==> src/rtl/mass_start_dispatch.sv <==
// -----------------------------------------------------------------------------
// mass_start_dispatch
//
// Initiator side of the per-layer start/done handshake. A single go request
// launches a one-cycle start pulse to every enabled unit. Each unit's
// completion is collected into sticky flags. One done pulse is issued once
// every enabled unit has reported.
//
// Optional feature: define MASS_DISPATCH_TIMEOUT_EN to add a watchdog that
// ends the round after TIMEOUT_CYCLES WAIT cycles and flags it on timeout_o.
//
// Parameters
//   NUM_UNITS       number of dispatched units (>= 1)
//   TIMEOUT_CYCLES  watchdog limit in WAIT cycles (watchdog build only)
//
// Ports
//   clk_i        clock, all logic on the rising edge
//   rst_i        synchronous, active-high reset
//   go_i         request a dispatch round; sampled only in IDLE
//   unit_mask_i  units taking part; latched when go_i is accepted
//   unit_done_i  per-unit completion (pulse or level), captured sticky
//   start_o      one-cycle start pulse per enabled unit
//   busy_o       high from the LAUNCH cycle through the FINISH cycle
//   done_o       one-cycle pulse, round complete
//   done_vec_o   captured done flags, held until the next accepted go
//   timeout_o    one-cycle pulse with done_o when the watchdog fired
// -----------------------------------------------------------------------------
module mass_start_dispatch #(
    parameter int NUM_UNITS      = 4,
    parameter int TIMEOUT_CYCLES = 1023
) (
    input  logic                 clk_i,
    input  logic                 rst_i,
    input  logic                 go_i,
    input  logic [NUM_UNITS-1:0] unit_mask_i,
    input  logic [NUM_UNITS-1:0] unit_done_i,
    output logic [NUM_UNITS-1:0] start_o,
    output logic                 busy_o,
    output logic                 done_o,
    output logic [NUM_UNITS-1:0] done_vec_o,
    output logic                 timeout_o
);

    typedef enum logic [1:0] {
        S_IDLE,
        S_LAUNCH,
        S_WAIT,
        S_FINISH
    } state_e;

    state_e               state_q, state_d;
    logic [NUM_UNITS-1:0] mask_q, mask_d;
    logic [NUM_UNITS-1:0] done_vec_q, done_vec_d;
    logic                 timeout_q, timeout_d;
    logic [NUM_UNITS-1:0] captured;
    logic                 complete;

    // Flags as they will be after this edge; unmasked units never gain credit.
    assign captured = done_vec_q | (unit_done_i & mask_q);
    assign complete = ((captured & mask_q) == mask_q);

`ifdef MASS_DISPATCH_TIMEOUT_EN
    localparam int CW = $clog2(TIMEOUT_CYCLES + 1);
    logic [CW-1:0] wdog_q, wdog_d;
`endif

    always_comb begin
        // NOTE: every signal gets a default before the case so no path can
        // leave one unassigned, which would infer a latch.
        state_d    = state_q;
        mask_d     = mask_q;
        done_vec_d = done_vec_q;
        timeout_d  = 1'b0;
`ifdef MASS_DISPATCH_TIMEOUT_EN
        wdog_d     = wdog_q;
`endif
        unique case (state_q)
            S_IDLE: begin
                if (go_i) begin
                    mask_d     = unit_mask_i;
                    // Clearing on accept also gives an empty round done_vec=0.
                    done_vec_d = '0;
                    state_d    = (unit_mask_i != '0) ? S_LAUNCH : S_FINISH;
                end
            end
            S_LAUNCH: begin
                // Units may already report while start is on the wire.
                done_vec_d = captured;
`ifdef MASS_DISPATCH_TIMEOUT_EN
                wdog_d     = '0;
`endif
                state_d    = complete ? S_FINISH : S_WAIT;
            end
            S_WAIT: begin
                done_vec_d = captured;
                if (complete) begin
                    // Completion wins over an expiry on the same edge.
                    state_d = S_FINISH;
                end
`ifdef MASS_DISPATCH_TIMEOUT_EN
                else if (wdog_q == CW'(TIMEOUT_CYCLES - 1)) begin
                    state_d   = S_FINISH;
                    timeout_d = 1'b1;
                end
                wdog_d = wdog_q + 1'b1;
`endif
            end
            S_FINISH: begin
                state_d = S_IDLE;
            end
            default: begin
                state_d = S_IDLE;
            end
        endcase
    end

    always_ff @(posedge clk_i) begin
        // NOTE: state registers use non-blocking assignments so every flop
        // samples the pre-edge values, independent of statement order.
        if (rst_i) begin
            state_q    <= S_IDLE;
            mask_q     <= '0;
            done_vec_q <= '0;
            timeout_q  <= 1'b0;
        end else begin
            state_q    <= state_d;
            mask_q     <= mask_d;
            done_vec_q <= done_vec_d;
            timeout_q  <= timeout_d;
        end
    end

`ifdef MASS_DISPATCH_TIMEOUT_EN
    always_ff @(posedge clk_i) begin
        if (rst_i) begin
            wdog_q <= '0;
        end else begin
            wdog_q <= wdog_d;
        end
    end
`endif

    // All outputs decode straight from registers.
    assign start_o    = (state_q == S_LAUNCH) ? mask_q : '0;
    assign busy_o     = (state_q != S_IDLE);
    assign done_o     = (state_q == S_FINISH);
    assign done_vec_o = done_vec_q;
    assign timeout_o  = timeout_q;

endmodule
==> config.mk <==
export PLATFORM = sky130hd
export DESIGN_NAME = mass_start_dispatch
export DESIGN_NICKNAME = d
export VERILOG_FILES = /design/src/rtl/mass_start_dispatch.sv
export SDC_FILE = /design/constraint.sdc
export NUM_CORES = 1
export LEC_CHECK = 0
export ABC_AREA = 1
export CORE_MARGIN = 3
export CORE_UTILIZATION = 42
export DETAILED_ROUTE_END_ITERATION = 10
export PLACE_DENSITY_LB_ADDON = 0.1
export SYNTH_ARGS = -nofsm -noshare
export SYNTH_HDL_FRONTEND = slang
export SYNTH_SLANG_ARGS = --single-unit
export TNS_END_PERCENT = 100
==> constraint.sdc <==
create_clock -name clk_i -period 1.64 [get_ports clk_i]
set_input_delay 0.328 -clock clk_i [delete_from_list [all_inputs] [get_ports clk_i]]
set_output_delay 0.328 -clock clk_i [all_outputs]
set_load 0.005 [all_outputs]
# ---- Word level (Yosys, flattened, before mapping)
# Cells that the tools add are included.
dict set report totals {
  input_bits 11
  regBits 10
  word_cells 28
}
dict set report classes {
  n_mux 8
  bitwise_logic 3
  reduce_logical 8
  n_eq_ne 6
}
# cell count
set op_table {}
lappend op_table {{4-bit bitwise AND} 2}
lappend op_table {{4-bit 2-to-1 mux} 2}
lappend op_table {{2-bit one-hot mux with 4 select lines} 1}
lappend op_table {{4-bit one-hot mux with 2 select lines} 1}
lappend op_table {{2-bit 2-to-1 mux} 3}
lappend op_table {{2-bit AND reduction} 3}
lappend op_table {{2-bit equality test, second input constant} 2}
lappend op_table {{4-bit equality test} 1}
lappend op_table {{2-bit inequality test, second input constant} 2}
lappend op_table {{4-bit bitwise OR} 1}
lappend op_table {{2-bit nonzero test} 2}
lappend op_table {{4-bit nonzero test} 1}
lappend op_table {{2-bit by 1-bit equality test with 1-bit output, second input constant} 1}
lappend op_table {{2-bit zero test} 1}
lappend op_table {{2-bit OR reduction} 1}
lappend op_table {{1-bit 2-to-1 mux} 1}

# ---- Logic depth before layout (Yosys ltp)
# Gate-level depths: netlist of run 1.
dict set report depth {
  ltp_word 6
  depth_mapped 8
  depth_no_buf 8
}

# ---- Worst setup path after synthesis of run 1
# No wires, ideal clock.
dict set report synth_path {
  path_type {flip-flop to flip-flop}
  startpoint {register state_q[0]}
  endpoint {register done_vec_q[0] (netlist: done_vec_o[0])}
  arrival_ps 1103
  setup_ps 70
  path_slack_ps 467
  synth_period_minus_slack_ps 1173
  stages_incl_launch_ff 8
  required_time_ps 1570
  n_path_buf 0
  cell_sequence {dfxtp_1 > inv_1 > ha_1 > inv_2 > nor2_2 > nor2_1 > nand2_1 > a21oi_1}
}
dict set report synth_between {
  elab_chain_cells 4
  elab_cells_between_ends 8
  classes_between {eq/ne: 3; mux: 1; reduce/logical: 4}
}
# item line
set synth_rtl {}
lappend synth_rtl {{start, declared} 51} ;# state_e state_q, state_d;
lappend synth_rtl {{start signal, assigned} 126} ;# state_q <= state_d;
lappend synth_rtl {{2-bit by 1-bit equality test with 1-bit output or 2-bit equality test (tied branches)} 77} ;# unique case (state_q)
lappend synth_rtl {{2-bit OR reduction (no line)} -}
lappend synth_rtl {{2-bit nonzero test (no line)} -}
lappend synth_rtl {{2-bit AND reduction (no line)} -}
lappend synth_rtl {{end signal, assigned} 128} ;# done_vec_q <= done_vec_d;
lappend synth_rtl {{end, declared} 53} ;# logic [NUM_UNITS-1:0] done_vec_q, done_vec_d;
# Several ways; a longest one is shown, not always the timed one.
# A chain may end at the register's enable or synchronous reset.

# ---- Worst setup path after layout of run 1
dict set report layout_path {
  startpoint {register state_q[1]}
  endpoint {output port busy_o}
}
dict set report layout_between {
  elab_chain_cells 1
}
# item line
set layout_rtl {}
lappend layout_rtl {{2-bit nonzero test} 145} ;# assign busy_o = (state_q != S_IDLE);
lappend layout_rtl {{end, declared} 38} ;# output logic busy_o,
# Every way passes these cells.

==> impl_results.md, run 1 <==
- Post-route DRC: 0
- Synth Area in Simple Gates: 0.325
- CTS root buffer: clkbuf_4
- Final net count: 132
- Seq/Total Area, Yosys: 0.327
- Post-DP Area: 831 µm²
- Total wire length after detailed routing: around 1400 µm
- First-pass GRT wire length: roughly 2300 µm
- Fmax: 636 MHz
- Multi-input logic area: 352 µm²
- Pwr dens: around 860 nW/µm²
- Initial Util: 0.459
- Crit. End Element: output pin
- Post-synth ARST share: 0
- Lkg Pwr: 0.439 nW
- WP data required: 1.31 ns
- Worst min-delay path class: register to register
- Worst setup path class: register to output pin
- Reg area: 205 µm²
- Fin Setup TNS: 0 ns
- Startpoint Class: register
- Fin. max-slew vios: 0
- Status: finished, final reports clean
- Worst-Skew Late Latency: 0.26 ns
- Cell Area, Synth: 612 µm²
- Post-Synth XOR/XNOR Area: 0
- Proportion of synthesized area in mux cells: 0
- Vias in the first global route: about 600
- Minimum clock period: roughly 1.6 ns
- Largest family of logic cells by synthesized area: simple AND/OR/NAND/NOR gates
- Row count: 13
- H-tree depth: 1
- Pre-Repair DR Iteration Count: 4
- Vias: 637
- RSZ-0062 raised after global routing: no
- DR WL/cell: 10.6 µm
- Syn_nets: 106
- VDD IR max: approximately 0.00042 V
- Max Root-Sink Buffers: 2
- CTS tree: built
- Port Buffers: 20
- Max-Cap Viols: 0
- CORE AREA: 1330 µm²
- Global Route Usage Sum: 0.159
- Post-synthesis adder-cell area fraction: 0.0818
- Cts bufs inserted: 3
- Post-CTS Hold Buffers: 0
- Post-synth EDFFs: 0
- Number of library cell types mapped by synthesis: 18
- # diodes: 0
- Finished Cell Area: 887 µm²
- Largest net degree at the start of global routing: 11
- Compound-Gate Fraction of Synth Area: 0.137
- Post-synthesis cell count: 91
- Layout cell share with drive strength beyond 1: 0.155
- Final period util: 0.959
- Filler cells: ~130
- Final Wtd Congestion: 0.707
- Initial antenna violation count: 0
- Clk slew on worst S/H paths: 0.07 ns
- Largest cells by area after synthesis: dfxtp_1 (33%), nand2_1 (17%), inv_1 (9.2%), ha_1 (8.2%), a21oi_1 (5.7%)
- Crit path DAT: ~1.2 ns
- Final Setup Violations: 0
- I/O Pins: 22
- Post-synth top cells: nand2_1 (27), inv_1 (15), dfxtp_1 (10), a21oi_1 (7), nor2_1 (7)
- Most common cell in the synthesized netlist: nand2_1
- Register bit count reported by yosys: 10
- Post-synth top area cell: dfxtp_1
- Skew final: 0.00225 ns
- Antenna violation net count after detailed routing: 0
- Die W: around 44 µm
- Warnings, synthesis: 0
- Yosys top cell area share: 0.327
- DIE HEIGHT: around 44 µm
- Critical-path maximum fanout: 3
- DP HPWL: 1090 µm
- Syn avg cell area: 6.72 µm²
- Area growth from synthesis to layout: 45.0%
- CTS Sinks: 10
- Grt ovf: 0
- 1st-iter DRT viols: 27
- DR vias/cell: just under 5
- Most used DFF post-synth: dfxtp_1
- Fin. Hold Viols: 0
- Die area: 1950 µm²
power breakdown:
part	internal [mW]	switching (mW)	leakage (nW)
combinational	0.116	0.134	0.336
clock	0.135	0.0883	0.0210
sequential	0.267	0.0226	0.0826
total	0.517	0.244	0.439
per-stage QoR:
step	worst slack, ns	hold slack, ns	instances	utilization	power [mW]
after floorplan	0.467	0.471	91	-	0.432
after global placement	0.0662	0.470	126	0.623	0.529
after detailed placement	0.0371	0.482	126	0.623	0.534
after CTS	0.0624	0.493	131	0.665	0.767
after global routing	0.0254	0.506	131	0.665	0.804
final	0.0680	0.494	131	0.665	0.762
critical path, cell delays in order (launching register included):
cell           delay, ns
dfxtp_2             0.33
inv_2               0.07
buf_4               0.11
ha_2                0.17
inv_2               0.04
dlygate4sd2_1       0.25
cell usage in the layout (no fill, tap or decap), drive strengths merged:
master,netlist,layout
clkbuf,0,4
a22oi,3,3
dfxtp,10,10
ha,4,4
nand3b,1,1
nor2,8,8
a21oi,7,7
clkdlybuf4s50,0,14
conb,1,1
o21ai,3,3
inv,16,16
nand2,29,29
dlygate4sd2,0,6
nand3,7,7
buf,2,3
repair_timing:
item                       4_1_cts  5_1_grt
buffers inserted                 1        0
setup endpoints to repair        6        0
gates resized for setup         13        0
final timing paths:
kind	endpoint	start	depth (start not counted)	slack (ns)
max	busy_o	state_q[1]	5	0.07
min	done_vec_o[0]	done_vec_o[0]	2	0.49
max reg2reg	mask_q[2]	state_q[1]	8	0.16
min reg2reg	done_vec_o[0]	done_vec_o[0]	2	0.49
area by class of cell:
type | count | share of cell area
Tap cell | 15 | 0.0212
Inverter | 16 | 0.0677
Sequential cell | 10 | 0.231
Timing Repair Buffer | 23 | 0.243
Multi-Input combinational cell | 63 | 0.396
Clock buffer | 4 | 0.0409
state kept, by name, indices dropped and copies added, names as in the netlist:
name / cells
done_vec_o: 4
mask_q: 4
state_q: 2
cells by family (layout without fill, tap and decap cells):
logic type	Yosys count	count (layout)
AND/OR/NAND/NOR	45	45
adder cells (fa/ha/maj)	4	4
flip-flops	10	10
buffers and inverters	18	43
other	1	1
AO/OA/AOI/OAI	13	13
per-layer routing:
metal,global-route usage,share of wire,vias to the layer above
met5,0,0,-
met4,0.0723,0.018,0
met3,0.0244,0.074,5
met2,0.262,0.45,21
met1,0.203,0.46,277
li1,-,-,334
(Power assumes the default switching activity.)
==> run 2: changes to the inputs <==
- CORE_ASPECT_RATIO: not set -> 1.1
==> impl_results.md, run 2 (synthesized netlist as in run 1, its figures left out) <==
- Grt met3 use: 0.0356
- Final Setup Violations: 0
- Switch Pwr: 259 µW
- Lkg Pwr: about 0.45 nW
- Hold Startpoint: done_vec_o[0]
- RSZ-0062 raised after global routing: no
- Cts bufs inserted: 3
- Worst setup path class: register to output pin
- Top Usage Layer GRT: met2
- CTS tree: built
- Initial Util: 0.482
- Skew final: around 0.0031 ns
- Max-Cap Viols: 0
- Final std cells w/o fill: between 100 and 150
- Most frequent cells in the layout: nand2_1 (27), inv_1 (14), clkdlybuf4s50_1 (14)
- # diodes: 0
- Max Root-Sink Buffers: 2
- Fin Setup TNS: 0 ns
- Crit path DAT: 1.27 ns
- Filler cells: ~110
- CORE AREA: 1270 µm²
- Post-route DRC: 0
- Most common cell after layout, fill and taps aside: nand2_1
- DIE HEIGHT: 46.0 µm
- Worst min-delay path class: register to register
- Placed Instances: 126
- Pre-Repair DR Iteration Count: 4
- Initial antenna violation count: 0
- M2 GR Usage: 0.301
- Vias in the first global route: just over 600
- Reg2reg start: state_q[1]
- Clk slew on worst S/H paths: roughly 0.070 ns
- Final Wtd Congestion: 0.764
- Largest net degree at the start of global routing: 11
- CTS Sinks: 10
- Grt ovf: 0
- Die W: about 42 µm
- CTS root buffer: clkbuf_4
- DR WL/cell: ~11 µm
- Combinational group share of total power: 0.348
- Int Pwr: 534 µW
- Final core utilization: 0.711
- Clock power frac: 0.286
- Antenna violation net count after detailed routing: 0
- Startpoint Class: register
- CP startpoint: state_q[1]
- Final net count: roughly 130
- Pwr dens: slightly below 900 nW/µm²
- Vias: 638
- First-pass GRT wire length: 2490 µm
- H-tree depth: 1
- Switch share: 0.327
- 1st-iter DRT viols: 6
- Status: finished, final reports clean
- I/O Pins: 22
- Total wire length after detailed routing: 1510 µm
- Minimum clock period: 1.60 ns
- Final period util: 0.974
- Crit. End Element: output pin
- Global Route Usage Sum: 0.176
- WP data required: 1.31 ns
- Seq pwr share: 0.366
- Fin. Hold Viols: 0
- Row count: 13
- Hold Worst Slack: 0.493 ns
- Area growth from synthesis to layout: 47.4%
- Port Buffers: 20
- Fin. max-slew vios: 0
- DP HPWL: about 1100 µm
- Fmax: between 600 and 700 MHz
- Die area: 1950 µm²
- DR vias/cell: 4.80
- Met1 Use GR: 0.190
- Worst-Skew Late Latency: 0.27 ns
- Critical-path maximum fanout: 3
- Layout cell share with drive strength beyond 1: 0.169
- VDD IR max: 0.000517 V
## run 2: changes by cell type in the layout (fill, tap and decap cells not counted), sizes merged
| cell | before | now |
|---|---|---|
| buf | 3 | 5 |
## run 2: layout make-up
| class | count | area [µm²] | area share |
|---|---|---|---|
| clock buffers | 4 | 36.3 | 0.0402 |
| flip-flops and latches | 10 | 205 | 0.227 |
| repair buffers | 25 | 230 | 0.255 |
| well taps | 15 | 18.8 | 0.0208 |
| multi-input cells | 63 | 352 | 0.390 |
| inverters | 16 | 60.1 | 0.0666 |
## run 2: what timing repair did
| item | CTS | global route |
|---|---|---|
| setup endpoints to repair | 6 | 1 |
| gates resized for setup | 12 | 1 |
| pin swaps | 0 | 0 |
| hold buffers | 0 | 0 |
| buffers inserted | 2 | 1 |
## run 2: critical path: stages (launching register included)
cell and delay [ns]:
dfxtp_2 0.35, inv_2 0.05, buf_4 0.13, ha_2 0.18, inv_2 0.07, dlygate4sd2_1 0.23
## run 2: worst paths after layout
| check | end | slack [ns] | depth (start not counted) |
|---|---|---|---|
| worst min register to register | done_vec_o[0] | 0.49 | 2 |
| worst max register to register | done_vec_o[2] | 0.13 | 9 |
| worst min-delay path | done_vec_o[0] | 0.49 | 2 |
| worst max-delay path | busy_o | 0.04 | 5 |
## run 2: power groups by stage
stage | combinational [mW] | sequential, mW | clock, mW
after floorplan | 0.145 | 0.286 | 0
after global placement | 0.243 | 0.287 | 0
after detailed placement | 0.246 | 0.289 | 0
after CTS | 0.258 | 0.289 | 0.231
after global routing | 0.308 | 0.292 | 0.239
final | 0.276 | 0.290 | 0.227
## run 2: metrics by stage
| step | instance area [µm²] | power [mW] | setup WS, ns |
|---|---|---|---|
| after global routing | 902 | 0.839 | 0.00103 |
| after CTS | 892 | 0.777 | 0.0280 |
| after global placement | 831 | 0.531 | 0.0353 |
| after detailed placement | 831 | 0.535 | 0.00693 |
| final | 902 | 0.793 | 0.0425 |
| after floorplan | 612 | 0.432 | 0.467 |
## run 2: metal layers
metal,vias to the layer above,wire length [µm],share of wire
met5,-,0,0
met4,0,36,0.024
met3,4,72,0.048
met2,18,736,0.49
met1,281,661,0.44
li1,335,-,-
==> run 3: changes to the inputs <==
- CORE_MARGIN: 3 -> not set
==> impl_results.md, run 3 (synthesized netlist as in run 1, its figures left out) <==
- Filler cells: 130
- First-pass GRT wire length: 2480 µm
- Status: finished, final reports clean
- Antenna violation net count after detailed routing: 0
- Minimum clock period: 1.53 ns
- Max-Cap Viols: 0
- Skew final: 0.00303 ns
- Final net count: ~140
- Critical-path maximum fanout: 4
- CTS Sinks: 10
- CTS tree: built
- Die W: 38.4 µm
- Clock power frac: 0.281
- Initial Util: 0.448
- H-tree depth: 1
- Post-CTS Hold Buffers: 0
- Most common cell after layout, fill and taps aside: nand2_1
- Final period util: 0.935
- Final Wtd Congestion: about 0.74
- Worst-Skew Late Latency: roughly 0.26 ns
- Global Route Usage Sum: 0.212
- Crit. End Element: output pin
- Area growth from synthesis to layout: 48.3%
- Int Pwr: 534 µW
- Switch Pwr: approximately 250 µW
- Fin. Hold Viols: 0
- Pwr dens: 863 nW/µm²
- Fin Setup TNS: 0 ns
- Cts bufs inserted: 3
- Seq pwr share: 0.368
- Port Buffers: 20
- Placed Instances: between 100 and 150
- Clk slew on worst S/H paths: 0.07 ns
- Switch share: 0.317
- Total wire length after detailed routing: about 1400 µm
- Largest net degree at the start of global routing: 11
- CTS root buffer: clkbuf_4
- 1st-iter DRT viols: 14
- Lkg Pwr: 0.447 nW
- VDD IR max: roughly 0.00054 V
- Final Setup Violations: 0
- Most frequent cells in the layout: nand2_1 (27), inv_1 (14), clkdlybuf4s50_1 (14)
- DR vias/cell: 4.78
- Die area: 1610 µm²
- Worst setup path class: register to output pin
- Max Root-Sink Buffers: 2
- Crit path DAT: 1.21 ns
- Layout cell share with drive strength beyond 1: 0.176
- Vias: 645
- I/O Pins: 22
- Fin. max-slew vios: 0
- Initial antenna violation count: 0
- Post-route DRC: 0
- Fmax: 652 MHz
- Grt ovf: 0
- Startpoint Class: register
- Final std cells w/o fill: 135
- Row count: 14
- DP HPWL: 1000 µm
- CORE AREA: approximately 1400 µm²
- Combinational group share of total power: 0.352
- DIE HEIGHT: 42.0 µm
- RSZ-0062 raised after global routing: no
- WP data required: 1.31 ns
- DR WL/cell: 10.1 µm
- Vias in the first global route: 622
- FF-to-FF setup slack: approximately 0.14 ns
- Pre-Repair DR Iteration Count: 4
- # diodes: 0
- Worst min-delay path class: register to register
==> run 3: timing repair <==
item	4_1_cts	5_1_grt
pin swaps	1	1
endpoints found under the setup margin	6	3
setup buffers	4	0
resized for setup	12	4
==> run 3: cell type report <==
| class | instances | area, µm² | area share |
|---|---|---|---|
| Multi-Input combinational cell | 63 | 349 | 0.385 |
| Tap cell | 16 | 20.0 | 0.0221 |
| Timing Repair Buffer | 26 | 236 | 0.261 |
| Sequential cell | 10 | 205 | 0.226 |
| Inverter | 16 | 60.1 | 0.0662 |
| Clock buffer | 4 | 36.3 | 0.0400 |
==> run 3: layer usage <==
layer  global-route usage  part of all wire  vias to the layer above
met2                0.342              0.49                       14
met1                0.278              0.46                      292
met4                0.103             0.014                        0
met3               0.0160             0.037                        2
met5                    0                 0                        -
li1                     -                 -                      337
==> run 3: through the flow <==
stage | util | hold slack [ns] | total power, mW | worst slack, ns | cell area, µm²
finish | 0.664 | 0.480 | 0.783 | 0.106 | 907
CTS | 0.665 | 0.484 | 0.787 | 0.0338 | 908
global route | 0.664 | 0.523 | 0.844 | 0.00676 | 907
detailed placement | 0.609 | 0.474 | 0.535 | 0.0150 | 832
global placement | 0.609 | 0.472 | 0.533 | 0.0357 | 832
floorplan | - | 0.471 | 0.432 | 0.467 | 612
==> run 3: worst max-delay path, cell delays in order, from the launching register on <==
cell and delay (ns):
dfxtp_2 0.33, inv_2 0.05, ha_4 0.16, buf_4 0.14, nand2_1 0.06, inv_1 0.03
clkdlybuf4s15_1 0.18
==> run 3: power groups by stage <==
stage	Clock [mW]	Combinational (mW)	Sequential [mW]
after floorplan	0	0.145	0.286
after global placement	0	0.246	0.287
after detailed placement	0	0.247	0.289
after CTS	0.224	0.276	0.287
after global routing	0.242	0.311	0.291
final	0.220	0.275	0.288
==> run 3: worst paths after layout <==
kind                            cells after the start     startpoint             to
worst max-delay path                                6     state_q[1]     start_o[1]
worst min-delay path                                2  done_vec_o[0]  done_vec_o[0]
worst max register to register                      8     state_q[1]      mask_q[3]
worst min register to register                      2  done_vec_o[0]  done_vec_o[0]
